**config.mk**
```make
export PLATFORM = sky130hd
export DESIGN_NAME = core_mem_arbiter_flat
export DESIGN_NICKNAME = d
export VERILOG_FILES = /design/src/rtl/core_mem_arbiter_if.sv /design/src/rtl/core_mem_arbiter.sv /design/src/flat_wrapper.sv
export SDC_FILE = /design/constraint.sdc
export NUM_CORES = 1
export LEC_CHECK = 0
export CAP_MARGIN = 40
export CORE_AREA = 2 2 117 119
export DETAILED_ROUTE_END_ITERATION = 16
export DIE_AREA = 0 0 119 121
export GPL_ROUTABILITY_DRIVEN = 0
export HOLD_SLACK_MARGIN = 0.1
export PLACE_DENSITY_LB_ADDON = 0.12
export SYNTH_ARGS = -nofsm -noshare
export SYNTH_HDL_FRONTEND = slang
export SYNTH_SLANG_ARGS = --single-unit
export TNS_END_PERCENT = 5
```
**constraint.sdc**
```tcl
create_clock -name clk -period 4.1 [get_ports clk]
set_input_delay 0.82 -clock clk [delete_from_list [all_inputs] [get_ports clk]]
set_output_delay 0.82 -clock clk [all_outputs]
set_load 0.005 [all_outputs]
```
**src/rtl/core_mem_arbiter_if.sv**
```systemverilog
// Request/completion bus shared by fetch, the LSU and the memory port.
// The arbiter takes the master view; the requesters and memory side take the slave view.
interface core_mem_arbiter_if #(
    parameter int ADDR_W = 32,
    parameter int DATA_W = 32   // must stay 32: the strobe field is 4 bits wide
);
    // Instruction fetch requester
    logic              if_req;
    logic [ADDR_W-1:0] if_addr;
    logic              if_ack;
    logic              if_err;
    logic [DATA_W-1:0] if_rdata;

    // Load/store requester
    logic              ls_req;
    logic [ADDR_W-1:0] ls_addr;
    logic [DATA_W-1:0] ls_wdata;
    logic              ls_we;
    logic [3:0]        ls_wstrb;
    logic              ls_ack;
    logic              ls_err;
    logic [DATA_W-1:0] ls_rdata;

    // Memory interconnect port
    logic              mem_req;
    logic [ADDR_W-1:0] mem_addr;
    logic [DATA_W-1:0] mem_wdata;
    logic              mem_we;
    logic [3:0]        mem_wstrb;
    logic              mem_ack;
    logic [DATA_W-1:0] mem_rdata;

    modport master (
        input  if_req, if_addr,
        output if_ack, if_err, if_rdata,
        input  ls_req, ls_addr, ls_wdata, ls_we, ls_wstrb,
        output ls_ack, ls_err, ls_rdata,
        output mem_req, mem_addr, mem_wdata, mem_we, mem_wstrb,
        input  mem_ack, mem_rdata
    );

    modport slave (
        output if_req, if_addr,
        input  if_ack, if_err, if_rdata,
        output ls_req, ls_addr, ls_wdata, ls_we, ls_wstrb,
        input  ls_ack, ls_err, ls_rdata,
        input  mem_req, mem_addr, mem_wdata, mem_we, mem_wstrb,
        output mem_ack, mem_rdata
    );
endinterface

```
**src/rtl/core_mem_arbiter.sv**
```systemverilog
// Round-robin arbiter sharing one memory port between instruction fetch and
// the load/store unit, with a watchdog that aborts unacknowledged accesses.
// Address/data widths come from the connected core_mem_arbiter_if.
module core_mem_arbiter #(
    parameter int TIMEOUT = 255   // 1..65535 busy cycles without mem_ack
) (
    input  logic               clk,
    input  logic               reset,
    core_mem_arbiter_if.master bus
);

    typedef enum logic [1:0] {IDLE, FETCH, DATA} state_t;
    typedef enum logic {GRANT_FETCH = 1'b0, GRANT_DATA = 1'b1} grant_t;

    localparam logic [15:0] TIMEOUT_CNT = 16'(TIMEOUT);

    state_t      state;
    state_t      state_next;
    grant_t      last_grant;
    logic [15:0] wait_cnt;
    logic        if_elig;
    logic        ls_elig;
    logic        grant_if;
    logic        grant_ls;
    logic        mem_done;
    logic        mem_abort;

    // State register.
    always_ff @(posedge clk) begin
        // NOTE: registers use non-blocking assignments so every flop samples pre-edge values.
        if (reset) begin
            state <= IDLE;
        end else begin
            state <= state_next;
        end
    end

    // Arbitration in IDLE, completion/abort detection while an access is outstanding.
    always_comb begin
        // NOTE: every output of this block gets a default first, so no path can infer a latch.
        state_next = state;
        grant_if   = 1'b0;
        grant_ls   = 1'b0;
        mem_done   = 1'b0;
        mem_abort  = 1'b0;
        // A requester whose ack is high this cycle has not yet dropped req; keep it out.
        if_elig    = bus.if_req && !bus.if_ack;
        ls_elig    = bus.ls_req && !bus.ls_ack;

        case (state)
            IDLE: begin
                if (ls_elig && (!if_elig || last_grant == GRANT_FETCH)) begin
                    grant_ls   = 1'b1;
                    state_next = DATA;
                end else if (if_elig) begin
                    grant_if   = 1'b1;
                    state_next = FETCH;
                end
            end
            FETCH, DATA: begin
                // A real acknowledge beats the watchdog when both land together.
                if (bus.mem_ack) begin
                    mem_done   = 1'b1;
                    state_next = IDLE;
                end else if (wait_cnt == TIMEOUT_CNT) begin
                    mem_abort  = 1'b1;
                    state_next = IDLE;
                end
            end
            default: state_next = IDLE;
        endcase
    end

    // Registered memory request, watchdog counter and completion pulses to the owner.
    always_ff @(posedge clk) begin
        if (reset) begin
            last_grant    <= GRANT_FETCH;
            wait_cnt      <= '0;
            bus.mem_req   <= 1'b0;
            bus.mem_addr  <= '0;
            bus.mem_wdata <= '0;
            bus.mem_we    <= 1'b0;
            bus.mem_wstrb <= '0;
            bus.if_ack    <= 1'b0;
            bus.if_err    <= 1'b0;
            bus.if_rdata  <= '0;
            bus.ls_ack    <= 1'b0;
            bus.ls_err    <= 1'b0;
            bus.ls_rdata  <= '0;
        end else begin
            bus.if_ack <= 1'b0;
            bus.if_err <= 1'b0;
            bus.ls_ack <= 1'b0;
            bus.ls_err <= 1'b0;

            if (grant_ls) begin
                bus.mem_req   <= 1'b1;
                bus.mem_addr  <= bus.ls_addr;
                bus.mem_wdata <= bus.ls_wdata;
                bus.mem_we    <= bus.ls_we;
                bus.mem_wstrb <= bus.ls_wstrb;
                last_grant    <= GRANT_DATA;
                wait_cnt      <= '0;
            end else if (grant_if) begin
                // Fetches never write; the old write data is left in place.
                bus.mem_req   <= 1'b1;
                bus.mem_addr  <= bus.if_addr;
                bus.mem_we    <= 1'b0;
                bus.mem_wstrb <= '0;
                last_grant    <= GRANT_FETCH;
                wait_cnt      <= '0;
            end

            if (mem_done || mem_abort) begin
                bus.mem_req <= 1'b0;
                if (state == FETCH) begin
                    bus.if_ack   <= 1'b1;
                    bus.if_err   <= mem_abort;
                    bus.if_rdata <= mem_done ? bus.mem_rdata : '0;
                end else begin
                    bus.ls_ack   <= 1'b1;
                    bus.ls_err   <= mem_abort;
                    bus.ls_rdata <= mem_done ? bus.mem_rdata : '0;
                end
            end else if (state != IDLE) begin
                wait_cnt <= wait_cnt + 16'd1;
            end
        end
    end

endmodule

```
**src/flat_wrapper.sv**
```systemverilog
// flat-port wrapper written by rule: the top's interface ports become plain ports
module core_mem_arbiter_flat 
#(
    parameter int TIMEOUT = 255                                          
)
  (clk, reset, bus_if_req, bus_if_addr, bus_if_ack, bus_if_err, bus_if_rdata, bus_ls_req, bus_ls_addr, bus_ls_wdata, bus_ls_we, bus_ls_wstrb, bus_ls_ack, bus_ls_err, bus_ls_rdata, bus_mem_req, bus_mem_addr, bus_mem_wdata, bus_mem_we, bus_mem_wstrb, bus_mem_ack, bus_mem_rdata);
  core_mem_arbiter_if #(.ADDR_W(32), .DATA_W(32)) bus_i ();
  input  logic clk;
  input  logic reset;
  input wire logic [$bits(bus_i.if_req)-1:0] bus_if_req;
  input wire logic [$bits(bus_i.if_addr)-1:0] bus_if_addr;
  output wire logic [$bits(bus_i.if_ack)-1:0] bus_if_ack;
  output wire logic [$bits(bus_i.if_err)-1:0] bus_if_err;
  output wire logic [$bits(bus_i.if_rdata)-1:0] bus_if_rdata;
  input wire logic [$bits(bus_i.ls_req)-1:0] bus_ls_req;
  input wire logic [$bits(bus_i.ls_addr)-1:0] bus_ls_addr;
  input wire logic [$bits(bus_i.ls_wdata)-1:0] bus_ls_wdata;
  input wire logic [$bits(bus_i.ls_we)-1:0] bus_ls_we;
  input wire logic [$bits(bus_i.ls_wstrb)-1:0] bus_ls_wstrb;
  output wire logic [$bits(bus_i.ls_ack)-1:0] bus_ls_ack;
  output wire logic [$bits(bus_i.ls_err)-1:0] bus_ls_err;
  output wire logic [$bits(bus_i.ls_rdata)-1:0] bus_ls_rdata;
  output wire logic [$bits(bus_i.mem_req)-1:0] bus_mem_req;
  output wire logic [$bits(bus_i.mem_addr)-1:0] bus_mem_addr;
  output wire logic [$bits(bus_i.mem_wdata)-1:0] bus_mem_wdata;
  output wire logic [$bits(bus_i.mem_we)-1:0] bus_mem_we;
  output wire logic [$bits(bus_i.mem_wstrb)-1:0] bus_mem_wstrb;
  input wire logic [$bits(bus_i.mem_ack)-1:0] bus_mem_ack;
  input wire logic [$bits(bus_i.mem_rdata)-1:0] bus_mem_rdata;
  assign bus_i.if_req = bus_if_req;
  assign bus_i.if_addr = bus_if_addr;
  assign bus_if_ack = bus_i.if_ack;
  assign bus_if_err = bus_i.if_err;
  assign bus_if_rdata = bus_i.if_rdata;
  assign bus_i.ls_req = bus_ls_req;
  assign bus_i.ls_addr = bus_ls_addr;
  assign bus_i.ls_wdata = bus_ls_wdata;
  assign bus_i.ls_we = bus_ls_we;
  assign bus_i.ls_wstrb = bus_ls_wstrb;
  assign bus_ls_ack = bus_i.ls_ack;
  assign bus_ls_err = bus_i.ls_err;
  assign bus_ls_rdata = bus_i.ls_rdata;
  assign bus_mem_req = bus_i.mem_req;
  assign bus_mem_addr = bus_i.mem_addr;
  assign bus_mem_wdata = bus_i.mem_wdata;
  assign bus_mem_we = bus_i.mem_we;
  assign bus_mem_wstrb = bus_i.mem_wstrb;
  assign bus_i.mem_ack = bus_mem_ack;
  assign bus_i.mem_rdata = bus_mem_rdata;
  core_mem_arbiter #(.TIMEOUT(TIMEOUT)) u_core (.clk(clk), .reset(reset), .bus(bus_i));
endmodule
```
Word level (Yosys, flattened, before mapping)
Cells that the tools add are included.
Widths: inputs -> output; s select.
Word-level totals
  bits in registers: 157
  input bits: 138
Cells by class
  add/subtract/negate cells: 1
  equality and inequality tests: 5
  multiplexer cells: 31
  bitwise operators: 3
  reductions and logical operators: 19
Operators with widths (number)
  $mux 32: 3
  $mux 16: 4
  $mux 1: 17
  $add 16x1->16 const B: 1
  $eq 16x8->1 const B: 1
  $mux 2: 4
  $mux 4: 2
  $reduce_and 2->1: 3
  $reduce_or 2->1: 3
  $reduce_or 3->1: 2
  $pmux 2 s2: 1
  $reduce_bool 2->1: 2
  $logic_and 1x1->1: 3
  $logic_not 1->1: 3
  $ne 3x1->1 const B: 1
  $ne 3x2->1 const B: 1
  $not 1->1: 3
  $eq 2x1->1 const B: 1
  $eq 2x2->1 const B: 1
  $logic_not 2->1: 1
  $logic_or 1x1->1: 2

Longest topological paths before layout
Gate-level depths: netlist of the first run.
  depth in word-level cells: 11
  depth in mapped cells: 8
  depth with buffers taken out: 7

Worst setup path after synthesis of the first run
Ideal clock, no wire load.
  path kind: input to register
  start point: input port bus_ls_req
  end point: register u_core.bus.mem_wdata[27]
  data arrival time: 2067 ps
  required time: 4029 ps
  path slack: 1963 ps
  stages on the path: 8
  buffers on the path: 3
  cell sequence: nor2b_1 a21bo_2 clkbuf_1 nor2_2 buf_2 buf_4 nand2_1 a21oi_1
On the way
  cells in the longest elaborated chain, start to end: 4
RTL lines
  start: declaration: line flat_wrapper.sv:15  | input wire logic [$bits(bus_i.ls_req)-1:0] bus_ls_req;
  $logic_and 1x1->1: line core_mem_arbiter.sv:48  | ls_elig = bus.ls_req && !bus.ls_ack;
  $logic_and 1x1->1: line core_mem_arbiter.sv:52  | if (ls_elig && (!if_elig || last_grant == GRANT_FETCH)) begin
  $mux 1: line core_mem_arbiter.sv:52
  $mux 1: line core_mem_arbiter.sv:50  | case (state)
  end signal: assignment: line core_mem_arbiter.sv:99  | bus.mem_wdata <= bus.ls_wdata;
  end: declaration: line core_mem_arbiter_if.sv:38  | output mem_req, mem_addr, mem_wdata, mem_we, mem_wstrb,
No other way between the ends.
A chain may end at the register's enable or synchronous reset.

Worst setup path after layout of the first run
  start point: input port bus_ls_req
  end point: register u_core.bus.mem_addr[22]
On the way
  cells in the longest elaborated chain, start to end: 5
  elaborated cells between the ends (all ways): 8
  those cells by class: 5 x mux; 3 x reduce/logical
RTL lines
  $logic_and 1x1->1 (*): line core_mem_arbiter.sv:48
  $logic_and 1x1->1 (*): line core_mem_arbiter.sv:52
  $mux 1: line core_mem_arbiter.sv:52
  $mux 1: line core_mem_arbiter.sv:50
  $mux 32 / $reduce_bool 2->1 (equally long branches)
  end signal: assignment: line core_mem_arbiter.sv:98  | bus.mem_addr <= bus.ls_addr;
  end signal: assignment: line core_mem_arbiter.sv:107  | bus.mem_addr <= bus.if_addr;
  end: declaration: line core_mem_arbiter_if.sv:38
Mark *: on every way between the ends. The rest lies on a longest branch, timed or not.

==> flow_metrics.py, run 1 <==
metrics = {
    "route": {
        "routedWlPerCell_um": 17.5,
        "ant_nets": 0,
        "wl_um": 18200,
        "via_count": 5492,
        "drc": 0,
        "drt-initial-drc-count": 455,
        "drt-pass1-iter-count": 5,
        "routed_via_density": 5.29,
    },
    "synth": {
        "postSynthAreaPerCell_um2": 9.52,
        "ys_warn_count": 0,
        "synth_area_um2": 5590,
        "synth_compound_area_share_pct": 22.3,
        "synth_top_family_by_area": "compound AO/OA/AOI/OAI gates",
        "async_flop_share_pct": 0,
        "synth_ff_type": "dfxtp_1",
        "synth_xor_area_share_pct": 0.784,
        "synthCells": 587,
        "synth.distinct_cells": 43,
        "synth-seq-cells": 157,
        "synth.net_count": 728,
        "synthAdderAreaFrac_pct": 0.672,
        "synth_edf_count": 0,
        "yosys.area_share.simple_pct": 16.2,
        "muxShareOfSynthArea_pct": 0.179,
        "ys_seq_area_share_pct": 56.2,
    },
    "global_routing": {
        "antenna_found_initial": 0,
        "grt.overflow.total": 0,
        "grt_use_total_pct": 24.8,
        "grt_max_degree": 50,
        "first_global_vias": 5397,
        "grt_pass1_wl_um": 28300,
    },
    "final_layout": {
        "fillers": 970,
        "final_common_cell": "clkdlybuf4s50_1",
        "drive_gt1_share_pct": 6.50,
        "final_cell_area_um2": 9130,
        "mostFrequentLayoutCells": "clkdlybuf4s50_1 (274), dfxtp_1 (157), nand2_1 (144)",
        "fin_nets": 990,
        "diodes": 0,
        "syn_to_final_growth_pct": 63.5,
    },
    "place": {
        "portBuffers": 275,
        "dpl-instance-area_um2": 8500,
        "dp_hpwl_um": 12800,
    },
    "clock_tree": {
        "cts.clk_slew.worst_paths_ps": 60,
        "clockRootBuffer": "clkbuf_16",
        "cts_inserted_buffers": 17,
        "post_cts_buffers": 0,
        "cts_tree": "built",
        "cts_max_level": 4,
        "insertion_delay_ps": 420,
        "max-clock-path-buffers": 2,
        "ctsHoldBuffers": 0,
        "cts_resized": 0,
        "cts.sinks": 157,
    },
    "floorplan": {
        "ios": 276,
        "start_util_pct": 42.7,
        "die_y_um": 121,
        "die_x_um": 119,
        "core-area_um2": 13100,
        "rows": 42,
        "die-area_um2": 14400,
    },
    "setup_path": {
        "crit_type": "input pin to register",
        "cp-start-kind": "input pin",
        "critical_path.cell_chain": "clkdlybuf4s50_1 > nor2b_1 > a21bo_2 > nor2_4 > buf_12 > o221ai_1 > nand2_1",
        "end_kind": "register",
        "worstPathRequired_ps": 4460,
        "crit_arrival_ps": 3320,
        "cp_slowest_stage_delay_ps": 720,
        "worst-path-max-fanout": 36,
        "path_buf_inv": 2,
        "critPathTopFamily": "simple AND/OR/NAND/NOR gates",
        "slowest_stage": "nor2_4",
    },
    "timing": {
        "maxSlewHeadroom_pct": 45.4,
        "period_needed_ps": 2960,
        "min_period_over_period_pct": 72.2,
        "clock.fmax_ghz": 0.338,
        "worstMarginPinSlew_ps": 817,
        "rsz0062_at_grt": "false",
        "report.final.setup_viol": 0,
        "slew_violations": 0,
        "fin_skew_ps": 11.4,
        "hold_viol": 0,
        "tns_ps": 0,
    },
    "run_status": {
        "status": "finished clean",
    },
    "power_and_ir_drop": {
        "pwr-share-seq_pct": 40.9,
        "leakage_nw": 3.47,
        "peakVddDrop_v": 0.000363,
        "power.switching_w": 0.00108,
        "swShare_pct": 25.4,
        "p_clk_share_pct": 38.6,
        "power_frac_comb_pct": 20.4,
        "internal_power_w": 0.00318,
        "power_density_nw_per_um2": 467,
    },
    "job": {
        "drv_cap": 0,
    },
    "hold_path": {
        "hold_class": "register to register",
    },
}
## layer usage
layer	share of wire, %	global-route usage [%]	up-vias
li1	-	-	2633
met1	41	29.2	2608
met2	51	42.8	216
met5	0	0	-
met3	6.2	6.30	35
met4	2.7	10.9	0
## state kept, by name (all words and copies together) (netlist names), 2 cells and up
| name | flops |
|---|---|
| u_core.bus.if_rdata | 32 |
| u_core.bus.ls_rdata | 32 |
| u_core.bus.mem_addr | 32 |
| u_core.bus.mem_wdata | 32 |
| u_core.bus.mem_wstrb | 4 |
| u_core.state | 2 |
| u_core.wait_cnt | 16 |
## path summary, 6_finish.rpt
check | startpoint | endpoint | slack [ps] | cells past startpoint
worst max-delay path | bus_ls_req | u_core.bus.mem_addr[22]$_SDFFE_PP0P_ | 1140 | 7
worst min-delay path | u_core.bus.mem_addr[16]$_SDFFE_PP0P_ | u_core.bus.mem_addr[16]$_SDFFE_PP0P_ | 440 | 2
worst max register to register | u_core.state[0]$_SDFFE_PP0P_ | u_core.bus.mem_addr[22]$_SDFFE_PP0P_ | 1660 | 7
worst min register to register | u_core.bus.mem_addr[16]$_SDFFE_PP0P_ | u_core.bus.mem_addr[16]$_SDFFE_PP0P_ | 440 | 2
## area by class of cell
cell class / instances / area [um2] / area share [%]
Clock buffer: 22 / 494 / 5.41
Clock inverter: 10 / 135 / 1.48
Inverter: 6 / 22.5 / 0.247
Multi-Input combinational cell: 382 / 2260 / 24.8
Sequential cell: 157 / 3140 / 34.4
Tap cell: 176 / 220 / 2.41
Timing Repair Buffer: 285 / 2860 / 31.3
## Yosys cell counts, drive strengths merged (2+ instances only)
cell,count,area [um2]
dfxtp,157,3140
nand2,144,541
a22o,65,569
a21oi,41,205
o221ai,32,280
clkbuf,26,97.6
nor2,22,87.6
buf,16,82.6
nor3,11,55.1
nand3,7,35.0
inv,6,22.5
o21ai,6,30.0
or3,6,37.5
a22oi,5,37.5
nor4,5,43.8
xnor2,5,43.8
and4,3,28.8
ha,3,37.5
nor2b,3,18.8
a32o,2,20.0
nand2b,2,12.5
nand4,2,12.5
o22ai,2,12.5
o311ai,2,17.5
## kinds of logic (layout without fill, tap and decap cells)
kind of cell / after synthesis / count (layout)
xor+xnor: 5 / 5
fa+ha+maj: 3 / 3
simple gates: 210 / 210
mux: 1 / 1
buf+inv: 48 / 323
compound gates: 163 / 163
flops: 157 / 157
## metrics by stage
stage          utilization [%]  total power (W)  hold slack (ps)  setup WS [ps]  instances
6_report                  69.8          0.00426              440           1140       1038
5_1_grt                   69.8          0.00444              455            993       1038
4_1_cts                   69.8          0.00429              443           1180       1038
3_5_place_dp              65.0          0.00265              433            744       1006
3_3_place_gp              64.7          0.00261              430            861       1004
2_1_floorplan                -          0.00212              439           1960        587
## worst min-delay path, stage by stage (launching register included)
cell and delay, ps:
dfxtp_1 310, nand2_1 50, nand2_1 40
## power by group through the flow
| stage | combinational, W | clock [W] | sequential, W |
|---|---|---|---|
| after floorplan | 0.000339 | 0 | 0.00178 |
| after global placement | 0.000843 | 0 | 0.00177 |
| after detailed placement | 0.000872 | 0 | 0.00178 |
| after CTS | 0.000875 | 0.00167 | 0.00175 |
| after global routing | 0.000936 | 0.00174 | 0.00176 |
| final | 0.000872 | 0.00165 | 0.00175 |
Note: power is estimated with default switching activity, not from simulation.
==> run 2, diff against run 1 <==
--- a/config.mk
+++ b/config.mk
@@ -6,9 +6,9 @@
 export NUM_CORES = 1
 export LEC_CHECK = 0
 export CAP_MARGIN = 40
-export CORE_AREA = 2 2 117 119
+export CORE_AREA = 2 2 128 130
 export DETAILED_ROUTE_END_ITERATION = 16
-export DIE_AREA = 0 0 119 121
+export DIE_AREA = 0 0 130 132
 export GPL_ROUTABILITY_DRIVEN = 0
 export HOLD_SLACK_MARGIN = 0.1
 export PLACE_DENSITY_LB_ADDON = 0.12
==> constraint.sdc (replaced) <==
create_clock -name clk -period 2.5 [get_ports clk]
set_input_delay 0.5 -clock clk [delete_from_list [all_inputs] [get_ports clk]]
set_output_delay 0.5 -clock clk [all_outputs]
set_load 0.005 [all_outputs]
==> run 2 against run 1 <==
Compared with the run above: non-clock buffer count increased by 8; flip-flop and latch count unchanged; setup slack got worse by 790 ps; sequential power increased by 63%; core utilization decreased by 11 points; die area increased by 19%; via count decreased by 0.95%; worst hold slack got worse by 0.83 ps; clock power increased by 62%; global-route usage decreased by 3.9 points; critical path depth increased by 1; design area increased by 1.1%; critical path type is now register to register; largest cell class unchanged.
==> flow_metrics.py, run 2 (synthesized netlist as in run 1, its figures left out) <==
metrics = {
    "clock_tree": {
        "cts.sinks": 157,
        "clockRootBuffer": "clkbuf_16",
        "cts.clk_slew.worst_paths_ps": 60,
        "max-clock-path-buffers": 2,
        "ctsHoldBuffers": 0,
        "cts_inserted_buffers": 17,
        "cts_max_level": 4,
        "post_cts_buffers": 0,
        "cts_resized": 0,
        "insertion_delay_ps": 420,
        "cts_tree": "built",
    },
    "timing": {
        "report.final.setup_viol": 0,
        "maxSlewHeadroom_pct": 63.5,
        "period_needed_ps": 2160,
        "hold_slack_ps": 439,
        "clock.fmax_ghz": 0.464,
        "fin_skew_ps": 10.4,
        "tns_ps": 0,
        "worstMarginPinSlew_ps": 547,
        "min_period_over_period_pct": 86.3,
        "hold_viol": 0,
        "rsz0062_at_grt": "false",
        "slew_violations": 0,
    },
    "global_routing": {
        "antenna_found_initial": 1,
        "first_global_vias": 5418,
        "grt_max_degree": 43,
        "grt_pass1_wl_um": 28300,
        "grt_use_total_pct": 20.9,
        "grt.overflow.total": 0,
    },
    "setup_path": {
        "critPathTopFamily": "compound AO/OA/AOI/OAI gates",
        "crit_arrival_ps": 2450,
        "end_kind": "register",
        "critical_path.cell_chain": "inv_1 > ha_1 > and4_4 > a41oi_1 > buf_4 > a211oi_2 > nand2_1 > o311ai_0",
        "r2r_cells": 8,
        "startpoint": "u_core.state[0]$_SDFFE_PP0P_",
        "worstPathRequired_ps": 2790,
        "cp_slowest_stage_delay_ps": 390,
        "slowest_stage": "a211oi_2",
        "cp-start-kind": "register",
        "worst-path-max-fanout": 5,
        "path_buf_inv": 2,
        "reg2reg_from": "u_core.state[0]$_SDFFE_PP0P_",
        "crit_type": "register to register",
        "cp.depth": 8,
    },
    "route": {
        "via_count": 5440,
        "drc": 0,
        "routedWlPerCell_um": 16.7,
        "routed_via_density": 5.01,
        "wl_um": 18100,
        "drt-pass1-iter-count": 4,
        "drt-initial-drc-count": 266,
        "ant_nets": 0,
    },
    "final_layout": {
        "fillers": 1386,
        "syn_to_final_growth_pct": 65.3,
        "mostFrequentLayoutCells": "clkdlybuf4s50_1 (274), dfxtp_1 (157), nand2_1 (144)",
        "final_common_cell": "clkdlybuf4s50_1",
        "regArea_um2": 3140,
        "drive_gt1_share_pct": 7.24,
        "fin_nets": 998,
        "diodes": 0,
        "multi_input_area_um2": 2260,
    },
    "floorplan": {
        "die_y_um": 132,
        "core-area_um2": 15700,
        "die-area_um2": 17200,
        "rows": 46,
        "start_util_pct": 35.6,
        "die_x_um": 130,
        "ios": 276,
    },
    "hold_path": {
        "hold_class": "register to register",
        "hp-start": "u_core.bus.mem_addr[17]$_SDFFE_PP0P_",
        "whs_path_depth": 2,
    },
    "place": {
        "dp_hpwl_um": 13100,
        "portBuffers": 275,
    },
    "power_and_ir_drop": {
        "leakage_nw": 3.49,
        "power_density_nw_per_um2": 757,
        "peakVddDrop_v": 0.000523,
    },
    "run_status": {
        "status": "finished clean",
    },
    "job": {
        "drv_cap": 0,
    },
}
==> run 2: cell types whose count changed in the layout (fill, tap and decap cells not counted) <==
cell,previous run,this run
buf_4,7,15
clkbuf_8,5,2
inv_6,0,3
clkinv_2,4,2
buf_12,2,3
buf_8,1,0
clkbuf_1,0,1
clkinvlp_4,1,2
==> run 2: report_power, final <==
| part | internal, W | switching [W] |
|---|---|---|
| clock network | 0.00163 | 0.00104 |
| logic | 0.000807 | 0.000657 |
| registers | 0.00274 | 0.000119 |
| total | 0.00518 | 0.00182 |
==> run 2: layer usage <==
metal / global-route usage (%) / part of all wire, % / up-vias
met5: 0 / 0.072 / -
met4: 8.66 / 3.2 / 2
met1: 23.7 / 41 / 2543
li1: - / - / 2646
met3: 6.66 / 6.8 / 41
met2: 35.9 / 49 / 208
==> run 2: worst paths after layout <==
check	end	slack, ps
min reg2reg	u_core.bus.mem_addr[17]$_SDFFE_PP0P_	440
max	u_core.wait_cnt[8]$_SDFF_PP0_	340
min	u_core.bus.mem_addr[17]$_SDFFE_PP0P_	440
max reg2reg	u_core.wait_cnt[8]$_SDFF_PP0_	340
==> run 2: tightest hold or removal path, delay by kind of cell, from the launching register on <==
family / cells / cell delay [ps]
DFF: 1 / 300
and+or+nand+nor: 2 / 90
==> run 2: through the flow <==
stage | setup slack [ps] | instance area (um2) | total power (W) | utilization, % | cells
finish | 343 | 9240 | 0.00699 | 58.8 | 1086
global route | 181 | 9240 | 0.00732 | 58.8 | 1086
CTS | 357 | 9240 | 0.00707 | 58.8 | 1086
detailed placement | 212 | 8620 | 0.00438 | 54.9 | 1054
global placement | 228 | 8620 | 0.00435 | 54.9 | 1054
floorplan | 518 | 5590 | 0.00348 | - | 587
==> run 2: layout make-up <==
type	count	share of cell area (%)
clock buffer	20	4.95
clock inverter	12	1.72
tap	216	2.93
multi-input combinational	382	24.5
inverter	6	0.244
sequential	157	34.0
timing repair buffer	293	31.6
